## config.mk

```make
export PLATFORM = sky130hd
export DESIGN_NAME = decode_issue_stage
export DESIGN_NICKNAME = d
export VERILOG_FILES = /design/src/rtl/decode_issue_stage.sv
export SDC_FILE = /design/constraint.sdc
export NUM_CORES = 1
export LEC_CHECK = 0
export BUFFER_PORTS_ARGS = -buffer_cell sky130_fd_sc_hd__buf_4
export CORE_MARGIN = 5
export CORE_UTILIZATION = 30
export CTS_CLUSTER_DIAMETER = 50
export DETAILED_ROUTE_END_ITERATION = 8
export GPL_TIMING_DRIVEN = 0
export HOLD_SLACK_MARGIN = 0.12
export SYNTH_ARGS = -nofsm -noshare
export SYNTH_HDL_FRONTEND = slang
export SYNTH_SLANG_ARGS = --single-unit
```

## constraint.sdc

```tcl
create_clock -name clk -period 1.94 [get_ports clk]
set_input_delay 0.388 -clock clk [delete_from_list [all_inputs] [get_ports clk]]
set_output_delay 0.388 -clock clk [all_outputs]
set_load 0.03 [all_outputs]
```

## src/rtl/decode_issue_stage.sv

```systemverilog
// Decode/issue stage: field extraction, immediate sign-extension and one output register with valid/ready.
// Optional pending-write interlock enabled by defining DECODE_SCOREBOARD_EN.
module decode_issue_stage (
  input  logic        clk,
  input  logic        rst,
  input  logic        i_valid,
  output logic        i_ready,
  input  logic [31:0] i_instr,
  input  logic        flush,
  input  logic        wb_en,
  input  logic [4:0]  wb_addr,
  output logic        d_valid,
  input  logic        d_ready,
  output logic [4:0]  d_rs,
  output logic [4:0]  d_rt,
  output logic [4:0]  d_rd,
  output logic        d_wr_en,
  output logic [31:0] d_imm,
  output logic [5:0]  d_opcode,
  output logic [5:0]  d_funct,
  output logic [4:0]  d_shamt,
  output logic        d_illegal
);

  localparam int unsigned XLEN = 32;
  localparam int unsigned RW   = 5;
  localparam int unsigned OPW  = 6;
  localparam int unsigned NREG = 32;

  logic [OPW-1:0]  f_opcode, f_funct;
  logic [RW-1:0]   f_rs, f_rt, f_rd, f_shamt;
  logic [XLEN-1:0] f_imm;

  assign f_opcode = i_instr[31:26];
  assign f_rs     = i_instr[25:21];
  assign f_rt     = i_instr[20:16];
  assign f_rd     = i_instr[15:11];
  assign f_shamt  = i_instr[10:6];
  assign f_funct  = i_instr[5:0];
  assign f_imm    = {{(XLEN-16){i_instr[15]}}, i_instr[15:0]};

  logic          use_rs, use_rt, has_dest, illegal_c, wr_en_c, hazard, accept;
  logic [RW-1:0] dest, rd_c;

  // Operand usage and destination selection by opcode
  always_comb begin
    use_rs    = 1'b0;
    use_rt    = 1'b0;
    has_dest  = 1'b0;
    dest      = f_rd;
    illegal_c = 1'b0;
    case (f_opcode)
      6'h00: begin
        use_rs   = 1'b1;
        use_rt   = 1'b1;
        has_dest = 1'b1;
      end
      6'h08, 6'h0C, 6'h0D, 6'h23: begin
        use_rs   = 1'b1;
        has_dest = 1'b1;
        dest     = f_rt;
      end
      6'h2B, 6'h04: begin
        use_rs = 1'b1;
        use_rt = 1'b1;
      end
      6'h02: ;
      default: illegal_c = 1'b1;
    endcase
  end

  assign wr_en_c = has_dest && (dest != '0);
  assign rd_c    = has_dest ? dest : f_rd;

  logic            d_valid_q, d_wr_en_q, d_illegal_q;
  logic [RW-1:0]   d_rs_q, d_rt_q, d_rd_q, d_shamt_q;
  logic [OPW-1:0]  d_opcode_q, d_funct_q;
  logic [XLEN-1:0] d_imm_q;

  assign i_ready = !rst && !flush && !hazard && (!d_valid_q || d_ready);
  assign accept  = i_valid && i_ready;

`ifdef DECODE_SCOREBOARD_EN
  logic [NREG-1:0] sb_q, sb_d;

  // Registered pending bits only; a writeback this cycle releases the stall next cycle
  always_comb begin
    hazard = (use_rs && (f_rs != '0) && sb_q[f_rs]) ||
             (use_rt && (f_rt != '0) && sb_q[f_rt]) ||
             (has_dest && sb_q[dest]);
  end

  always_comb begin
    sb_d = sb_q;
    if (wb_en) sb_d[wb_addr] = 1'b0;
    // A flushed writer never reaches writeback, so release its pending bit here
    if (flush && d_valid_q && d_wr_en_q) sb_d[d_rd_q] = 1'b0;
    if (accept && wr_en_c) sb_d[dest] = 1'b1;
    sb_d[0] = 1'b0;
  end

  always_ff @(posedge clk) begin
    if (rst) sb_q <= '0;
    else     sb_q <= sb_d;
  end
`else
  logic unused_sb;
  assign hazard    = 1'b0;
  assign unused_sb = ^{wb_en, wb_addr, use_rs, use_rt, NREG[0]};
`endif

  // Output pipeline register
  always_ff @(posedge clk) begin
    if (rst) begin
      d_valid_q   <= 1'b0;
      d_rs_q      <= '0;
      d_rt_q      <= '0;
      d_rd_q      <= '0;
      d_wr_en_q   <= 1'b0;
      d_imm_q     <= '0;
      d_opcode_q  <= '0;
      d_funct_q   <= '0;
      d_shamt_q   <= '0;
      d_illegal_q <= 1'b0;
    end else if (flush) begin
      d_valid_q <= 1'b0;
    end else if (accept) begin
      d_valid_q   <= 1'b1;
      d_rs_q      <= f_rs;
      d_rt_q      <= f_rt;
      d_rd_q      <= rd_c;
      d_wr_en_q   <= wr_en_c;
      d_imm_q     <= f_imm;
      d_opcode_q  <= f_opcode;
      d_funct_q   <= f_funct;
      d_shamt_q   <= f_shamt;
      d_illegal_q <= illegal_c;
    end else if (d_ready) begin
      d_valid_q <= 1'b0;
    end
  end

  assign d_valid   = d_valid_q;
  assign d_rs      = d_rs_q;
  assign d_rt      = d_rt_q;
  assign d_rd      = d_rd_q;
  assign d_wr_en   = d_wr_en_q;
  assign d_imm     = d_imm_q;
  assign d_opcode  = d_opcode_q;
  assign d_funct   = d_funct_q;
  assign d_shamt   = d_shamt_q;
  assign d_illegal = d_illegal_q;

endmodule

```

==> summary.md <==
| Metric | Value |
|---|---|
| Area fraction of the dominant cell type after synthesis | 44.14% |
| Psw | roughly 0.52 mW |
| CTS tree | built |
| Simple-gate share of the synthesized area | 22.69% |
| Worst Clk Skew | 0.008494 ns |
| Grt ovf | 0 |
| Ports | 111 |
| CP Capture Type | flop |
| Dpl ws | ~0.13 ns |
| Type of the worst min-delay path | in -> reg |
| Largest net degree at the start of global routing | 19 |
| Switching Fraction | 25.45% |
| Die Ht | between 80 and 90 µm |
| DIE AREA | ~7700 µm² |
| DRC | 0 |
| Die width | 87.77 µm |
| Syn Nets | 265 |
| Max-slew headroom | 66.38% |
| Post-Layout Inst Area | 2810 µm² |
| FF-to-FF setup slack | 0.26 ns |
| Area contributors post-synth | dfxtp_1 44%, nand2_1 13%, buf_4 11% |
| Adder-cell share of the synthesized area | 0% |
| Fin crit period | 1.678 ns |
| Critical path class | reg -> reg |
| Pins Over Slew Limit | 0 |
| Worst Setup Start Kind | flop |
| Largest family of logic cells by synthesized area | simple AND/OR/NAND/NOR gates |
| Share of cells above drive strength 1 | approximately 45% |
| Reg area | 800.8 µm² |
| DRT Pass-1 Iters | 4 |
| Peak supply drop | 0.3128 mV |
| Endpoint arrival time on the critical path | 1.83 ns |
| Sequential fraction of the synthesis area | 44.14% |
| Clk pin slew, worst setup/hold paths | 0.07 ns |
| RR Startpoint | d_valid$_SDFFE_PP0P_ |
| PortBufs | 103 |
| Post-Synthesis Cells | 222 |
| Final hold violations | 0 |
| Multiplexer area fraction after synthesis | 3.379% |
| Synth Area in XOR/XNOR | 0% |
| Status | finished, final reports clean |
| Int Pwr | 1.524 mW |
| Final WL | 5.194 mm |
| Wire per inst | roughly 13 µm |
| Multi-input combinational cell area | 742.0 µm² |
| Hold buffers post-CTS | 0 |
| Worst Path Required | 2.09 ns |
| DPL Wire Length | 4.094 mm |
| Fillcell total | between 600 and 700 |
| Pwr dens | approximately 730 nW/µm² |
| Sequential Power Share | 42.5% |
| Worst R2R Path Depth | 6 |
| Worst-skew pair later-pin latency | 0.29 ns |
| Unrepaired setup endpoints after global routing | no |
| Remaining antenna violation count | 0 |
| Sink Count | 40 |
| Total Neg Setup Slack | 0 ns |
| Yosys warns | 0 |
| Via/cell ratio | 4.415 |
| Initial antenna violation count | 0 |
| CTS Root Cell | clkbuf_8 |
| Worst slew pin tran | 0.5036 ns |
| Layout Nets | between 300 and 400 |
| GPL Wtd Cong | 0.8166 |
| Max Cap Viol | 0 |
| Post-synthesis cell type count | 25 |
| CTS buffer count | 5 |
| Post-CTS resize count | 0 |
| Post-route clock period utilization | 86.47% |
| Syn Area/Cell | 8.172 µm² |
| H-tree depth | 2 |
| Placed inst area | 2681 µm² |
| Crit path max fanout | 10 |
| Reg2reg end | d_imm[10]$_SDFFE_PP0P_ |
| Vias in the first global route | 1695 |
| Number of synthesized register bits | 40 |
| CORE AREA | 5886 µm² |
| Initial Utilization | 30.82% |
| Clk buf depth | 2 |
| Area Overhead vs Synth | 54.90% |
| Setup crit end | d_imm[10]$_SDFFE_PP0P_ |
| DRT iter0 DRCs | 74 |
| Synthesized cell area | 1814 µm² |
| Tot GR Track Use | 13.34% |
| # setup viols final | 0 |
| Antenna Cells | 0 |
| Synth Area in Compound Gates | 14.83% |
| Post-synth top area cell | dfxtp_1 |
| First-pass GRT wire length | 8.259 mm |
| Vias post-DR | about 1800 |
| Comb pwr share | 18.5% |
| Beginning of the critical path | d_valid$_SDFFE_PP0P_ |
| Peak Freq | 0.5961 GHz |
| Setup bufs post-CTS | 0 |
| LEAKAGE | 1.315 nW |
| Clock power share | 38.9% |
| Setup ws final | 0.2624 ns |
| Placement Rows | 28 |
synth_stat cells:
| cell type | number |
|---|---|
| buf_2 | 4 |
| buf_6 | 2 |
| nand3b_1 | 1 |
| nor3_1 | 3 |
| or4b_4 | 1 |
| and4b_1 | 1 |
| and2_1 | 1 |
| nor2_1 | 13 |
| nor2b_2 | 1 |
| clkbuf_1 | 7 |
| nor2b_1 | 1 |
| nand2b_1 | 2 |
| mux2i_1 | 5 |
| a211o_1 | 1 |
| o21ai_0 | 2 |
| dfxtp_1 | 40 |
| a211oi_1 | 6 |
| or4_1 | 2 |
| a22oi_2 | 1 |
| buf_4 | 27 |
| nor4b_4 | 1 |
| a21oi_1 | 33 |
| nand2_1 | 65 |
| mux2_2 | 1 |
| a32oi_4 | 1 |
critical path: stages (launching register included):
cell	delay, ns
dfxtp_1	0.31
nor2b_2	0.18
or4b_4	0.48
buf_6	0.15
clkbuf_1	0.23
nand2_1	0.13
a21oi_1	0.07
area by class of cell:
cell class | instances | share of cell area, %
multi-input cells | 142 | 26.40
flip-flops and latches | 40 | 28.50
clock buffers | 5 | 2.449
plain buffers | 40 | 9.662
repair buffers | 103 | 27.52
clock inverters | 2 | 2.137
well taps | 75 | 3.339
registers in the layout, indices dropped and copies added (netlist names):
register   count
d_imm          7
d_opcode       6
d_funct        5
d_rd           5
d_rs           5
d_rt           5
d_shamt        4
d_illegal      1
d_valid        1
d_wr_en        1
how the worst min path moves through the flow:
stage                                   startpoint                       end  slack [ns]  depth (start not counted)
final                                        flush      d_valid$_SDFFE_PP0P_        0.32                          2
after global routing                         flush      d_valid$_SDFFE_PP0P_        0.32                          2
after CTS                                    flush      d_valid$_SDFFE_PP0P_        0.31                          2
after detailed placement  d_opcode[5]$_SDFFE_PP0P_  d_opcode[5]$_SDFFE_PP0P_        0.45                          2
after global placement    d_opcode[5]$_SDFFE_PP0P_  d_opcode[5]$_SDFFE_PP0P_        0.44                          2
after floorplan                              flush      d_valid$_SDFFE_PP0P_        0.47                          1
through the flow:
step | util [%] | hold WS, ns | total power, mW | instances
after global placement | 45.56 | 0.4426 | 1.269 | 400
after floorplan | - | 0.4673 | 1.101 | 222
after global routing | 47.75 | 0.3243 | 2.129 | 407
after detailed placement | 45.56 | 0.4473 | 1.273 | 400
final | 47.75 | 0.3198 | 2.044 | 407
after CTS | 47.75 | 0.3097 | 2.065 | 407
layer usage:
layer	share of wire, %	global-route usage (%)	vias to the layer above
met5	0	0	-
met3	11	3.951	4
met1	45	18.46	796
li1	-	-	924
met4	0.90	2.929	0
met2	44	20.55	73
placed cells by master, fill, tap and decap left out, drive strengths merged:
master and instances:
buf 136, nand2 65, dfxtp 40, a21oi 33
nor2 13, clkbuf 12, a211oi 6, mux2i 5
nor3 3, nand2b 2, o21ai 2, or4 2
bufinv 2, nor2b 2, nor4b 1, or4b 1
and4b 1, a32oi 1, and2 1, a211o 1
nand3b 1, mux2 1, a22oi 1
power groups by stage:
stage | sequential [mW] | clock, mW | combinational (mW)
after floorplan | 0.945 | 0 | 0.156
after global placement | 0.889 | 0 | 0.380
after detailed placement | 0.889 | 0 | 0.383
after CTS | 0.870 | 0.811 | 0.384
after global routing | 0.875 | 0.845 | 0.409
final | 0.870 | 0.796 | 0.379
cells by family (layout without fill, tap and decap cells):
group	Yosys count	in the layout
AO/OA/AOI/OAI	44	44
flip-flops	40	40
buffers and inverters	40	150
AND/OR/NAND/NOR	92	92
multiplexers	6	6
Note: power is estimated with default switching activity, not from simulation.
